## config.mk

```make
export PLATFORM = sky130hd
export DESIGN_NAME = regfile_writer
export DESIGN_NICKNAME = d
export VERILOG_FILES = /design/src/rtl/regfile_writer_pkg.sv /design/src/rtl/regfile_writer_fifo.sv /design/src/rtl/regfile_writer.sv
export SDC_FILE = /design/constraint.sdc
export NUM_CORES = 1
export LEC_CHECK = 0
export ABC_AREA = 1
export CAP_MARGIN = 20
export CORE_MARGIN = 2
export CORE_UTILIZATION = 50
export CTS_CLUSTER_DIAMETER = 50
export DETAILED_ROUTE_END_ITERATION = 7
export PLACE_DENSITY = 0.8
export SYNTH_ARGS = -nofsm -noshare
export SYNTH_HDL_FRONTEND = slang
export SYNTH_HIERARCHICAL = 1
export SYNTH_SLANG_ARGS = --single-unit
```

## constraint.sdc

```tcl
create_clock -name clk -period 4.9 [get_ports clk]
set_clock_uncertainty 0.1 [all_clocks]
set_input_delay 1.47 -clock clk [delete_from_list [all_inputs] [get_ports clk]]
set_output_delay 1.47 -clock clk [all_outputs]
set_load 0.1 [all_outputs]
```

## src/rtl/regfile_writer_pkg.sv

```systemverilog
// regfile_writer_pkg: shared widths, the zero register and the FIFO entry record.
package regfile_writer_pkg;
  localparam int AW = 5;
  localparam int DW = 32;
  localparam logic [AW-1:0] REG_ZERO = 5'd0;
  typedef struct packed {
    logic          valid;
    logic [AW-1:0] wa;
    logic [DW-1:0] wd;
  } entry_t;
endpackage

```

## src/rtl/regfile_writer_fifo.sv

```systemverilog
// regfile_writer_fifo: circular buffer with per-entry valid bits, squash by address and youngest-match lookup.
module regfile_writer_fifo
  import regfile_writer_pkg::*;
#(
  parameter int DEPTH = 4
) (
  input  logic                     clk,
  input  logic                     rst,
  input  logic                     i_push,
  input  entry_t                   i_push_e,
  input  logic                     i_pop,
  input  logic                     i_sq_en,
  input  logic [AW-1:0]            i_sq_wa,
  input  logic [AW-1:0]            i_ra1,
  input  logic [AW-1:0]            i_ra2,
  output entry_t                   o_head,
  output logic [$clog2(DEPTH):0]   o_count,
  output logic                     o_hit1,
  output logic                     o_hit2,
  output logic [DW-1:0]            o_d1,
  output logic [DW-1:0]            o_d2
);
  localparam int PW = $clog2(DEPTH);
  localparam int CW = PW + 1;
  entry_t          r_mem [DEPTH];
  logic [PW-1:0]   r_wp, r_rp;
  logic [CW-1:0]   r_count;
  entry_t          w_new;
  assign o_head  = r_mem[r_rp];
  assign o_count = r_count;
  // A squash in the same cycle as the push must also kill the incoming entry.
  always_comb begin
    w_new       = i_push_e;
    w_new.valid = i_push_e.valid && !(i_sq_en && i_push_e.wa == i_sq_wa);
  end
  always_ff @(posedge clk) begin
    if (rst) begin
      r_wp    <= '0;
      r_rp    <= '0;
      r_count <= '0;
    end else begin
      for (int i = 0; i < DEPTH; i++)
        if (i_sq_en && r_mem[i].wa == i_sq_wa) r_mem[i].valid <= 1'b0;
      if (i_push) begin
        r_mem[r_wp] <= w_new;
        r_wp        <= r_wp + PW'(1);
      end
      if (i_pop) r_rp <= r_rp + PW'(1);
      r_count <= r_count + CW'(i_push) - CW'(i_pop);
    end
  end
  // Scan oldest to youngest so the last match (youngest) wins.
  always_comb begin
    o_hit1 = 1'b0;
    o_hit2 = 1'b0;
    o_d1   = '0;
    o_d2   = '0;
    for (int k = 0; k < DEPTH; k++) begin
      if (CW'(k) < r_count && r_mem[r_rp + PW'(k)].valid) begin
        if (r_mem[r_rp + PW'(k)].wa == i_ra1) begin
          o_hit1 = 1'b1;
          o_d1   = r_mem[r_rp + PW'(k)].wd;
        end
        if (r_mem[r_rp + PW'(k)].wa == i_ra2) begin
          o_hit2 = 1'b1;
          o_d2   = r_mem[r_rp + PW'(k)].wd;
        end
      end
    end
  end
endmodule

```

## src/rtl/regfile_writer.sv

```systemverilog
// regfile_writer: owns the regfile write port, merging pipeline writeback with buffered long-latency results.
module regfile_writer
  import regfile_writer_pkg::*;
#(
  parameter int DEPTH        = 4,
  parameter int STARVE_LIMIT = 8
) (
  input  logic                   clk,
  input  logic                   rst,
  input  logic                   pipe_we,
  input  logic [AW-1:0]          pipe_wa,
  input  logic [DW-1:0]          pipe_wd,
  input  logic                   lu_valid,
  output logic                   lu_ready,
  input  logic [AW-1:0]          lu_wa,
  input  logic [DW-1:0]          lu_wd,
  output logic                   we3,
  output logic [AW-1:0]          wa3,
  output logic [DW-1:0]          wd3,
  input  logic [AW-1:0]          fwd_ra1,
  input  logic [AW-1:0]          fwd_ra2,
  output logic                   fwd_hit1,
  output logic                   fwd_hit2,
  output logic [DW-1:0]          fwd_d1,
  output logic [DW-1:0]          fwd_d2,
  output logic                   stall_req,
  output logic [$clog2(DEPTH):0] count
);
  localparam int CW = $clog2(DEPTH) + 1;
  localparam int SW = $clog2(STARVE_LIMIT + 1);
  logic          w_grant, w_pop, w_push, w_empty;
  logic          w_hit1, w_hit2, w_oreg1, w_oreg2;
  logic [DW-1:0] w_d1, w_d2;
  entry_t        w_head, w_push_e;
  logic [CW-1:0] w_cnt_nxt;
  logic [SW-1:0] r_starve, w_starve_nxt;
  assign w_grant   = pipe_we && pipe_wa != REG_ZERO;
  assign w_empty   = count == '0;
  assign w_pop     = !w_grant && !w_empty;
  assign lu_ready  = count < CW'(DEPTH) && !rst;
  assign w_push    = lu_valid && lu_ready && lu_wa != REG_ZERO;
  assign w_push_e  = {1'b1, lu_wa, lu_wd};
  assign w_cnt_nxt = count + CW'(w_push) - CW'(w_pop);
  // Saturates at the limit; only the threshold comparison matters.
  assign w_starve_nxt = (w_grant && !w_empty)
                      ? ((r_starve == SW'(STARVE_LIMIT)) ? r_starve : r_starve + SW'(1))
                      : '0;
  regfile_writer_fifo #(.DEPTH(DEPTH)) u_fifo (
    .clk      (clk),
    .rst      (rst),
    .i_push   (w_push),
    .i_push_e (w_push_e),
    .i_pop    (w_pop),
    .i_sq_en  (w_grant),
    .i_sq_wa  (pipe_wa),
    .i_ra1    (fwd_ra1),
    .i_ra2    (fwd_ra2),
    .o_head   (w_head),
    .o_count  (count),
    .o_hit1   (w_hit1),
    .o_hit2   (w_hit2),
    .o_d1     (w_d1),
    .o_d2     (w_d2)
  );
  always_ff @(posedge clk) begin
    if (rst) begin
      we3       <= 1'b0;
      wa3       <= '0;
      wd3       <= '0;
      r_starve  <= '0;
      stall_req <= 1'b0;
    end else begin
      we3 <= w_grant || (w_pop && w_head.valid);
      if (w_grant) begin
        wa3 <= pipe_wa;
        wd3 <= pipe_wd;
      end else if (w_pop) begin
        wa3 <= w_head.wa;
        wd3 <= w_head.wd;
      end
      r_starve  <= w_starve_nxt;
      stall_req <= w_cnt_nxt != '0 &&
                   (stall_req || w_starve_nxt >= SW'(STARVE_LIMIT) || w_cnt_nxt == CW'(DEPTH));
    end
  end
  always_comb begin
    w_oreg1  = we3 && wa3 == fwd_ra1;
    w_oreg2  = we3 && wa3 == fwd_ra2;
    fwd_hit1 = fwd_ra1 != REG_ZERO && (w_hit1 || w_oreg1);
    fwd_hit2 = fwd_ra2 != REG_ZERO && (w_hit2 || w_oreg2);
    fwd_d1   = fwd_ra1 == REG_ZERO ? '0 : w_hit1 ? w_d1 : w_oreg1 ? wd3 : '0;
    fwd_d2   = fwd_ra2 == REG_ZERO ? '0 : w_hit2 ? w_d2 : w_oreg2 ? wd3 : '0;
  end
endmodule

```

# After elaboration in Yosys (flattened, before gate mapping)
# Memories as Yosys holds them, arrays and structs flattened. A register that Yosys moved wholly into a read port is not among the register bits.
# Index checks and enable logic that the tools add are counted.
dict set report totals {
  register_bits 50
  ram_bits 152
  in_bits 88
  elab_cells 139
  memories 1
}
# memory words width rd rd_clocked_by_memory_dff write_ports line_no
set mem_list {}
lappend mem_list {u_fifo.r_mem 4 38 8 1 5 regfile_writer_fifo.sv:25} ;# entry_t r_mem [DEPTH];
dict set report op_classes {
  add_sub_neg 7
  n_lt_le_gt_ge 6
  n_eq_ne 17
  mux 61
  n_reduce_logical 39
}
# op count
set ops {}
lappend ops {{32-bit two-way mux} 24}
lappend ops {{5-bit == test} 15}
lappend ops {{1-bit two-way mux} 31}
lappend ops {{1-bit logical AND} 21}
lappend ops {{5-bit nonzero test} 4}
lappend ops {{5-bit zero test} 2}
lappend ops {{5-bit two-way mux} 2}
lappend ops {{4-bit two-way mux} 2}
lappend ops {{1-bit by 3-bit less-than comparator with 1-bit output (first input constant)} 2}
lappend ops {{2-bit by 3-bit less-than comparator with 1-bit output (first input constant)} 2}
lappend ops {{1-bit logical OR} 5}
lappend ops {{2-bit by 1-bit adder with 2-bit output (second input constant)} 2}
lappend ops {{2-bit adder (second input constant)} 2}
lappend ops {{4-bit by 1-bit adder with 4-bit output (second input constant)} 1}
lappend ops {{4-bit == test (second input constant)} 1}
lappend ops {{4-bit greater-or-equal comparator (second input constant)} 1}
lappend ops {{1-bit zero test} 4}
lappend ops {{2-bit two-way mux} 2}
lappend ops {{3-bit by 1-bit adder with 3-bit output} 1}
lappend ops {{3-bit == test (second input constant)} 1}
lappend ops {{3-bit zero test} 1}
lappend ops {{3-bit less-than comparator (second input constant)} 1}
lappend ops {{3-bit nonzero test} 1}
lappend ops {{3-bit by 1-bit subtractor with 3-bit output} 1}
lappend ops {{2-bit nonzero test} 1}

# Logic depth before layout (Yosys ltp)
# Gate-level depths: netlist of run 1.
dict set report depth {
  ltp_word 11
  ltp_mapped 21
}

# By module
# The synthesis of run 1 kept the hierarchy.
# module n_inst cells_per_inst area_each_um2 seq_area_each_um2
set by_module_without_submodules {}
lappend by_module_without_submodules {regfile_writer_fifo 1 1889 12578.3 4744.6}
lappend by_module_without_submodules {regfile_writer 1 579 3718.6 860.8}

# Least setup slack after synthesis of run 1
# OpenSTA, ideal clock, no wires.
dict set report synth_path {
  path_kind {in2out}
  startpoint {input fwd_ra2[2]}
  endpoint {output fwd_d2[22]}
  arrival_time_ps 4250
  slack_ps -920
  path_stages 12
  n_path_buf 4
  cell_sequence {clkbuf_1 -> nand3_1 -> nand2_1 -> nor2_2 -> nand3_4 -> buf_2 -> nand3_1 -> or2_1 -> buf_2 -> buf_2 -> mux2i_1 -> nor2_1}
}
dict set report synth_via {
  elab_chain_len 11
  elab_cells_between_ends 26
  classes_between {eq/ne: 5; mux: 19; reduce/logical: 2}
}
# item line_no
set synth_rtl {}
lappend synth_rtl {{start: declaration} regfile_writer.sv:21} ;# input logic [AW-1:0] fwd_ra2,
lappend synth_rtl {{5-bit == test} regfile_writer_fifo.sv:64} ;# if (r_mem[r_rp + PW'(k)].wa == i_ra2) begin
lappend synth_rtl {{1-bit two-way mux} regfile_writer_fifo.sv:64}
lappend synth_rtl {{1-bit two-way mux} regfile_writer_fifo.sv:59} ;# if (CW'(k) < r_count && r_mem[r_rp + PW'(k)].valid) begin
lappend synth_rtl {{1-bit two-way mux} regfile_writer_fifo.sv:64}
lappend synth_rtl {{1-bit two-way mux} regfile_writer_fifo.sv:59}
lappend synth_rtl {{1-bit two-way mux} regfile_writer_fifo.sv:64}
lappend synth_rtl {{1-bit two-way mux} regfile_writer_fifo.sv:59}
lappend synth_rtl {{1-bit two-way mux} regfile_writer_fifo.sv:64}
lappend synth_rtl {{1-bit two-way mux *} regfile_writer_fifo.sv:59}
lappend synth_rtl {{via w_hit2} regfile_writer.sv:32} ;# logic w_hit1, w_hit2, w_oreg1, w_oreg2;
lappend synth_rtl {{32-bit two-way mux * (2 in series)} regfile_writer.sv:92} ;# fwd_d2 = fwd_ra2 == REG_ZERO ? '0 : w_hit2 ? w_d2 : w_oreg2 ? wd3 : '0;
lappend synth_rtl {{end: declaration} regfile_writer.sv:25} ;# output logic [DW-1:0] fwd_d2,
# The timed path passes the listed nets; every way through them passes the cells marked *.

# Final worst setup path of run 1
dict set report layout_path {
  startpoint {input fwd_ra1[2]}
  endpoint {output fwd_d1[27]}
}
dict set report layout_via {
  elab_chain_len 11
  elab_cells_between_ends 26
  classes_between {eq/ne: 5; mux: 19; reduce/logical: 2}
}
# item line_no
set layout_rtl {}
lappend layout_rtl {{start: declaration} regfile_writer.sv:20} ;# input logic [AW-1:0] fwd_ra1,
lappend layout_rtl {{5-bit == test} regfile_writer_fifo.sv:60} ;# if (r_mem[r_rp + PW'(k)].wa == i_ra1) begin
lappend layout_rtl {{32-bit two-way mux} regfile_writer_fifo.sv:60}
lappend layout_rtl {{32-bit two-way mux} regfile_writer_fifo.sv:59}
lappend layout_rtl {{32-bit two-way mux} regfile_writer_fifo.sv:60}
lappend layout_rtl {{32-bit two-way mux} regfile_writer_fifo.sv:59}
lappend layout_rtl {{32-bit two-way mux} regfile_writer_fifo.sv:60}
lappend layout_rtl {{32-bit two-way mux} regfile_writer_fifo.sv:59}
lappend layout_rtl {{32-bit two-way mux} regfile_writer_fifo.sv:60}
lappend layout_rtl {{32-bit two-way mux *} regfile_writer_fifo.sv:59}
lappend layout_rtl {{via w_d1[27]} regfile_writer.sv:33} ;# logic [DW-1:0] w_d1, w_d2;
lappend layout_rtl {{32-bit two-way mux * (2 in series)} regfile_writer.sv:91} ;# fwd_d1 = fwd_ra1 == REG_ZERO ? '0 : w_hit1 ? w_d1 : w_oreg1 ? wd3 : '0;
lappend layout_rtl {{end: declaration} regfile_writer.sv:24} ;# output logic [DW-1:0] fwd_d1,
# Marked as above.

==> run_results.csv, run 1 <==
group,metric,value,unit
critical_path,cp_num_buf_inv,5,
timing,worst_pin_slew,0.997,ns
grt,grt_antenna_before_repair,0,
grt,grt_pass1_wl,98.2,mm
drt,drt_iter0_drc,3349,
synthesis,syn_avg_cell_area,6.60,µm²
synthesis,syn_area,16300,µm²
synthesis,ys_ff_latch,204,
synthesis,yosys-top-cells-count,"nand2_1 (763), nor2_1 (339), inv_1 (239)",
pwr,leakage,9.70,nW
critical_path,slowest_delay,0.30,ns
critical_path,worstSetupStartpointType,"input pin",
clocking,clock_latency,0.55,ns
grt,grt_max_degree,93,
layout,final.fill_count,2422,
synthesis,synth_flop_cell,"edfxtp_1",
timing,final-hold-violation-count,0,
drt,drt-total-wl,69.0,mm
outcome,outcome,"finished with violations",
layout,finalInstanceArea,23000,µm²
pwr,vdd_drop_max,0.000371,V
timing,period_needed,4.94,ns
synthesis,yosysMostFrequentCell,"nand2_1",
placement,port_buffers,196,
placement,placed_area,20200,µm²
clocking,cts_hold_buf,0,
outcome,violations,"DRC, setup timing",
grt,overflow,0,
job,maxCapViolCount,0,
synthesis,synth_edf_count,152,
timing,max_slew_margin,33.3,%
timing,setup_viol,3,
synthesis,ys_async_sr_fraction,0,%
critical_path,worstSetupPathType,"input pin to output pin",
floorplan,io_pins,197,
clocking,cts-root-buf,"clkbuf_16",
critical_path,crit_top_cell,"nand2_1",
grt,grt.total_usage,37.7,%
critical_path,crit_family,"buffers and inverters",
synthesis,synth.area.top_cells,"edfxtp_1 (28%), nand2_1 (18%), nor2_1 (7.8%)",
clocking,cts.path.max_buffers,3,
worst_hold_path,hold_class,"flip-flop to flip-flop",
timing,worst_slack,-0.0447,ns
timing,timing.final.crit_share,101,%
clocking,clkTransAtPathRegs,0.06,ns
drt,viasPerCell,6.03,
floorplan,dieWidth,185,µm
floorplan,fp-row-count,66,
placement,globalplace.congestion,1.01,
synthesis,synthDistinctLibCells,45,
clocking,htreeDepth,1,
critical_path,worstPathRequired,3.33,ns
drt,final_antenna_net_count,0,
drt,vias,19000,
critical_path,path_cells,"buf_4 -> buf_6 -> nand2_1 -> nand2_1 -> nor2_1 -> nand3b_1 -> buf_4 -> clkbuf_16 -> nor2_1 -> nor2_1 -> nand2_1 -> nand2_1 -> mux2i_1 -> nor2_4 -> buf_12",
synthesis,syn_nets,2569,
synthesis,seq_area_frac_synth,34.4,%
critical_path,crit_arrival,3.37,ns
synthesis,synthCells,2468,
drt,drc,35,
synthesis,yosysWarningCount,6,
layout,n_antenna_cell,0,
layout,syn_to_final_growth,40.9,%
critical_path,end_kind,"output pin",
timing,rsz0062_at_grt,"true",
timing,slew_viol_final,0,
placement,dpl.hpwl,44.5,mm
synthesis,synth_top_area_share,28.0,%
grt,grt_pass1_vias,16500,
synthesis,yosysTopAreaCell,"edfxtp_1",
clocking,cts.sinks,204,
floorplan,initial_utilization,50.5,%
pwr,powerDensity,533,nW/µm²
floorplan,die-area,34100,µm²
floorplan,die_h,185,µm
clocking,tritoncts,"done",
timing,setup-tns-final,-0.0777,ns
drt,wl_per_cell,21.9,µm
layout,multiInputGateArea,10400,µm²
floorplan,core_area,32300,µm²
critical_path,cp_slowest_cell,"mux2i_1",
clocking,cts_buffers,25,
layout,seq_area,5620,µm²
timing,timing.fmax,202,MHz
layout,drive_above_1_share,21.5,%
critical_path,path_max_fanout,31,
drt,firstDrtPassIters,8,
layout,layout.nets,2788,
-- through the flow --
| stage | utilization, % | hold slack, ns | power, mW | setup WS [ns] | std cells |
|---|---|---|---|---|---|
| floorplan | - | 0.390 | 6.75 | -0.132 | 2468 |
| detailed placement | 62.7 | 0.416 | 8.84 | -0.537 | 3054 |
| global route | 71.1 | 0.446 | 12.7 | -0.0783 | 3148 |
| finish | 71.1 | 0.428 | 12.2 | -0.0447 | 3148 |
| CTS | 68.5 | 0.433 | 11.3 | 0.000497 | 3128 |
| global placement | 62.7 | 0.402 | 8.72 | -0.524 | 3054 |
-- power breakdown --
part           switching [mW]  total (mW)  leakage [nW]  internal (mW)
Combinational            5.60        8.02          7.45           2.42
Sequential              0.225        2.22          1.80           1.99
Clock                   0.792        2.01         0.444           1.22
Total                    6.62        12.2          9.70           5.63
-- final timing paths --
kind              startpoint         end  slack, ns  depth (start not counted)
setup reg to reg   flip-flop     wd3[11]       2.51                          8
hold reg to reg    stall_req   stall_req       0.43                          2
setup / recovery  fwd_ra1[2]  fwd_d1[27]      -0.04                         15
hold / removal     stall_req   stall_req       0.43                          2
-- worst min-delay path, cell delays in order, from the launching register on --
cell	delay (ns)
dfxtp_1	0.31
nor2_1	0.10
a21oi_1	0.07
-- placed cells by master, fill, tap and decap left out, types with 4 or more instances in the layout --
master | Yosys | layout
a21oi_1 | 71 | 66
a21oi_2 | 8 | 13
a22oi_1 | 57 | 57
a32o_1 | 12 | 12
buf_12 | 0 | 97
buf_16 | 0 | 10
buf_4 | 14 | 89
buf_6 | 19 | 24
buf_8 | 1 | 4
bufinv_16 | 0 | 5
clkbuf_16 | 0 | 32
clkdlybuf4s50_1 | 0 | 118
clkinv_2 | 0 | 4
dfxtp_1 | 52 | 48
edfxtp_1 | 152 | 152
ha_1 | 11 | 11
inv_1 | 239 | 227
inv_2 | 8 | 11
inv_6 | 0 | 4
inv_8 | 0 | 4
mux2i_1 | 64 | 5
mux2i_2 | 0 | 35
mux2i_4 | 0 | 24
nand2_1 | 763 | 693
nand2_2 | 6 | 64
nand2_4 | 1 | 12
nand3_1 | 190 | 178
nand3_2 | 9 | 18
nand3_4 | 1 | 4
nand4_1 | 36 | 36
nor2_1 | 339 | 251
nor2_2 | 10 | 17
nor2_4 | 2 | 83
nor3_1 | 7 | 7
o211ai_1 | 8 | 8
o21ai_0 | 197 | 192
o21ai_1 | 18 | 21
o22ai_1 | 6 | 6
xnor2_1 | 4 | 4
xor2_1 | 17 | 15
-- sequential cells by signal, summed over array words and instances, names as in the netlist, named ones only --
signal,flops
stall_req,1
wa3,5
u_fifo/o_count,3
u_fifo/r_rp,2
we3,1
u_fifo/r_wp,2
u_fifo/r_mem,152
wd3,32
r_starve,4
-- timing repair --
item | 4_1_cts | 5_1_grt
setup endpoints to repair | 66 | 66
pin swaps | 38 | 80
resized for setup | 182 | 177
setup buffers | 16 | 17
cloned | 12 | 9
-- routing by layer --
layer / GRT usage, % / wire length, µm
met1: 55.1 / 27000
met2: 54.2 / 29100
met4: 8.90 / 2110
met3: 11.2 / 10700
met5: 1.63 / 71
-- final cells by class --
cell class / count / share of cell area [%]
Clock buffer: 26 / 2.74
Sequential cell: 204 / 24.4
Tap cell: 442 / 2.41
Clock inverter: 20 / 1.19
Timing Repair Buffer: 350 / 19.9
Multi-Input combinational cell: 1859 / 45.1
Inverter: 247 / 4.23
-- cell families (layout without fill, tap and decap cells) --
group,count (synthesis),after routing,share of synthesized area [%]
adders and majority gates,13,13,1.09
other,1,1,0.0230
muxes,64,64,3.93
xor gates and xnor gates,21,21,1.13
AOI/OAI and AO/OA,387,387,13.7
DFF,204,204,34.4
and+or+nand+nor,1371,1373,34.6
buffers and inverters,407,643,11.1
Power figures use the tool's default switching activity.
==> run 2: changes to the inputs <==
--- a/config.mk
+++ b/config.mk
@@ -5,7 +5,6 @@
 export SDC_FILE = /design/constraint.sdc
 export NUM_CORES = 1
 export LEC_CHECK = 0
-export ABC_AREA = 1
 export CAP_MARGIN = 20
 export CORE_MARGIN = 2
 export CORE_UTILIZATION = 50
==> constraint.sdc (replaced) <==
create_clock -name clk -period 4.9 [get_ports clk]
set_clock_uncertainty 0.1 [all_clocks]
set_input_delay 1.47 -clock clk [delete_from_list [all_inputs] [get_ports clk]]
set_output_delay 1.47 -clock clk [all_outputs]
set_load 0.01 [all_outputs]
==> run_results.csv, run 2 <==
group,metric,value,unit
critical_path,reg2reg_slack,1.95,ns
worst_hold_path,worstHoldStart,"stall_req",
timing,worst_slack,-0.674,ns
critical_path,crit_arrival,4.00,ns
synthesis,yosysMostFrequentCell,"edfxtp_1",
grt,grt_antenna_before_repair,0,
layout,layout.nets,1947,
floorplan,initial_utilization,51.1,%
critical_path,r2r_cells,11,
synthesis,yosysWarningCount,6,
critical_path,slowest_delay,0.63,ns
layout,reg_top3,"u_fifo/r_mem: 152 flops, wd3: 32 flops, wa3: 5 flops",
critical_path,cp_num_buf_inv,4,
timing,worst_pin_slew,1.16,ns
pwr,powerDensity,384,nW/µm²
layout,stdcell_count,2256,
floorplan,die_h,179,µm
critical_path,crit_top_cell,"buf_4",
critical_path,cp.depth,12,
synthesis,yosys-mux-area-fraction,22.2,%
drt,vias,16800,
clocking,cts.sinks,204,
clocking,cts.path.max_buffers,3,
critical_path,crit_family,"simple AND/OR/NAND/NOR gates",
outcome,violations,"setup timing",
floorplan,core_area,29800,µm²
synthesis,syn_avg_cell_area,10.5,µm²
grt,grt.total_usage,38.6,%
synthesis,syn_nets,1545,
critical_path,r2r-start,"u_fifo/o_count[1]",
timing,setup_viol,66,
layout,n_antenna_cell,0,
synthesis,synthXorXnorAreaFrac,4.60,%
synthesis,synth_flop_cell,"edfxtp_1",
timing,rsz0062_at_grt,"true",
floorplan,fp-row-count,63,
grt,grt_max_degree,77,
synthesis,synthCells,1444,
synthesis,synth_top_family_by_area,"multiplexers",
synthesis,synth_edf_count,152,
timing,timing.final.crit_share,114,%
placement,globalplace.congestion,0.998,
layout,final_cell_mix,"buf_4 (197), edfxtp_1 (152), nor2_1 (147)",
drt,wl_per_cell,30.9,µm
pwr,leakage,7.76,nW
synthesis,yosysTopAreaCell,"edfxtp_1",
timing,timing.fmax,179,MHz
clocking,cts_buffers,26,
placement,dp.cells,2105,
critical_path,worstSetupPathType,"flip-flop to output pin",
timing,max_slew_margin,21.9,%
placement,pre_cts_slack,-1.36,ns
timing,slew_viol_final,0,
layout,multiInputGateArea,10500,µm²
synthesis,synth.area.top_cells,"edfxtp_1 (30%), mux4_2 (13%), dfxtp_1 (6.8%)",
outcome,outcome,"finished with violations",
synthesis,synth_fa_ha_area_share,1.17,%
pwr,vdd_drop_max,0.000345,V
floorplan,die-area,31900,µm²
grt,overflow,0,
worst_hold_path,min_path_cells,1,
clocking,tritoncts,"done",
critical_path,worstSetupStartpointType,"flip-flop",
clocking,clkTransAtPathRegs,0.06,ns
layout,drive_above_1_share,46.8,%
drt,drt-total-wl,69.7,mm
layout,final_common_cell,"buf_4",
timing,final-hold-violation-count,0,
job,maxCapViolCount,0,
layout,seq_area,5620,µm²
grt,grt_pass1_vias,15900,
synthesis,synthDistinctLibCells,60,
critical_path,end_kind,"output pin",
drt,drc,0,
critical_path,path_max_fanout,17,
placement,dpl.hpwl,37.2,mm
drt,viasPerCell,7.44,
layout,syn_to_final_growth,49.7,%
clocking,cts_hold_buf,0,
timing,period_needed,5.57,ns
layout,largest_reg_flops,152,
drt,final_antenna_net_count,0,
layout,finalCoreUtilization,76.5,%
critical_path,worstPathRequired,3.33,ns
drt,drt_iter0_drc,2898,
synthesis,ys_ff_latch,204,
grt,grt_pass1_wl,92.6,mm
floorplan,dieWidth,179,µm
placement,port_buffers,196,
clocking,cts-root-buf,"clkbuf_16",
layout,final.fill_count,1582,
drt,firstDrtPassIters,7,
synthesis,yosys.area_share.simple,12.5,%
synthesis,seq_area_frac_synth,36.8,%
synthesis,ys_async_sr_fraction,0,%
clocking,clock_latency,0.56,ns
critical_path,cp_slowest_cell,"nor3_1",
synthesis,synth_top_area_share,30.0,%
synthesis,yosys-top-cells-count,"edfxtp_1 (152), nor2_1 (150), nand2_1 (147)",
clocking,htreeDepth,1,
critical_path,path_cells,"buf_4 -> mux4_2 -> xnor2_2 -> nand4_1 -> buf_4 -> or3_4 -> buf_12 -> nor3_1 -> a211oi_2 -> mux2i_2 -> a211oi_4 -> buf_2",
worst_hold_path,holdPathEnd,"stall_req",
synthesis,syn_area,15200,µm²
critical_path,r2r-end,"stall_req",
layout,top_register,"u_fifo/r_mem",
worst_hold_path,hold_class,"flip-flop to flip-flop",
floorplan,io_pins,197,
synthesis,synth_compound_area_share,17.2,%
run 2: changes by cell type in the layout (fill, tap and decap cells not counted), moves of 80 or more:
cell,delta
nor2_4,-80
nand3_1,-177
buf_4,+108
nor2_1,-104
mux2i_1,+80
nand2_1,-551
inv_1,-211
o21ai_0,-160
mux4_2,+90
run 2: layout make-up:
type | count | share of cell area, %
multi-input combinational | 1069 | 46.0
sequential | 204 | 24.6
timing repair buffer | 524 | 23.0
clock buffer | 35 | 3.31
tap | 390 | 2.14
clock inverter | 13 | 0.582
inverter | 21 | 0.346
run 2: how the worst max path moves through the flow:
stage                      end                 from  slack (ns)
global route        fwd_d2[31]  u_fifo/r_mem[2][33]       -0.73
finish              fwd_d2[31]  u_fifo/r_mem[2][33]       -0.67
global placement     fwd_d2[0]           fwd_ra2[1]       -1.32
floorplan           fwd_d2[22]           fwd_ra2[1]       -0.13
CTS                 fwd_d2[15]           fwd_ra2[1]       -0.39
detailed placement   fwd_d2[0]           fwd_ra2[1]       -1.36
run 2: per-layer routing:
metal / part of all wire [%] / GRT usage [%]
met1: 32 / 46.3
met3: 15 / 10.6
met5: 0 / 0
met2: 43 / 60.9
met4: 10 / 25.6
run 2: timing repair:
| item | in CTS | in global routing |
|---|---|---|
| gates resized for setup | 551 | 100 |
| gates cloned | 11 | 0 |
| setup endpoints to repair | 66 | 66 |
| pin swaps | 128 | 47 |
| hold endpoints to repair | 0 | 0 |
| buffers inserted | 68 | 33 |
run 2: kinds of logic (layout without fill, tap and decap cells):
logic type / Yosys count / in the layout
XOR/XNOR: 80 / 80
multiplexers: 220 / 220
other: 1 / 1
AND/OR/NAND/NOR: 435 / 435
buffers and inverters: 171 / 593
adder cells (fa/ha/maj): 13 / 13
flip-flops: 204 / 204
AO/OA/AOI/OAI: 320 / 320
run 2: metrics by stage:
step	instance area [µm²]	power (mW)	hold slack, ns	TNS [ns]
2_1_floorplan	15600	4.51	0.414	-4.21
3_3_place_gp	19400	5.73	0.364	-76.33
3_5_place_dp	19400	5.80	0.397	-77.95
4_1_cts	22000	8.15	0.409	-16.53
5_1_grt	22800	8.92	0.440	-33.29
6_report	22800	8.75	0.397	-31.47
run 2: where the power goes:
group	total (mW)	leakage (nW)	internal (mW)	switching [mW]
registers	2.14	1.81	1.98	0.168
logic	4.64	5.52	1.99	2.65
clock network	1.97	0.434	1.15	0.817
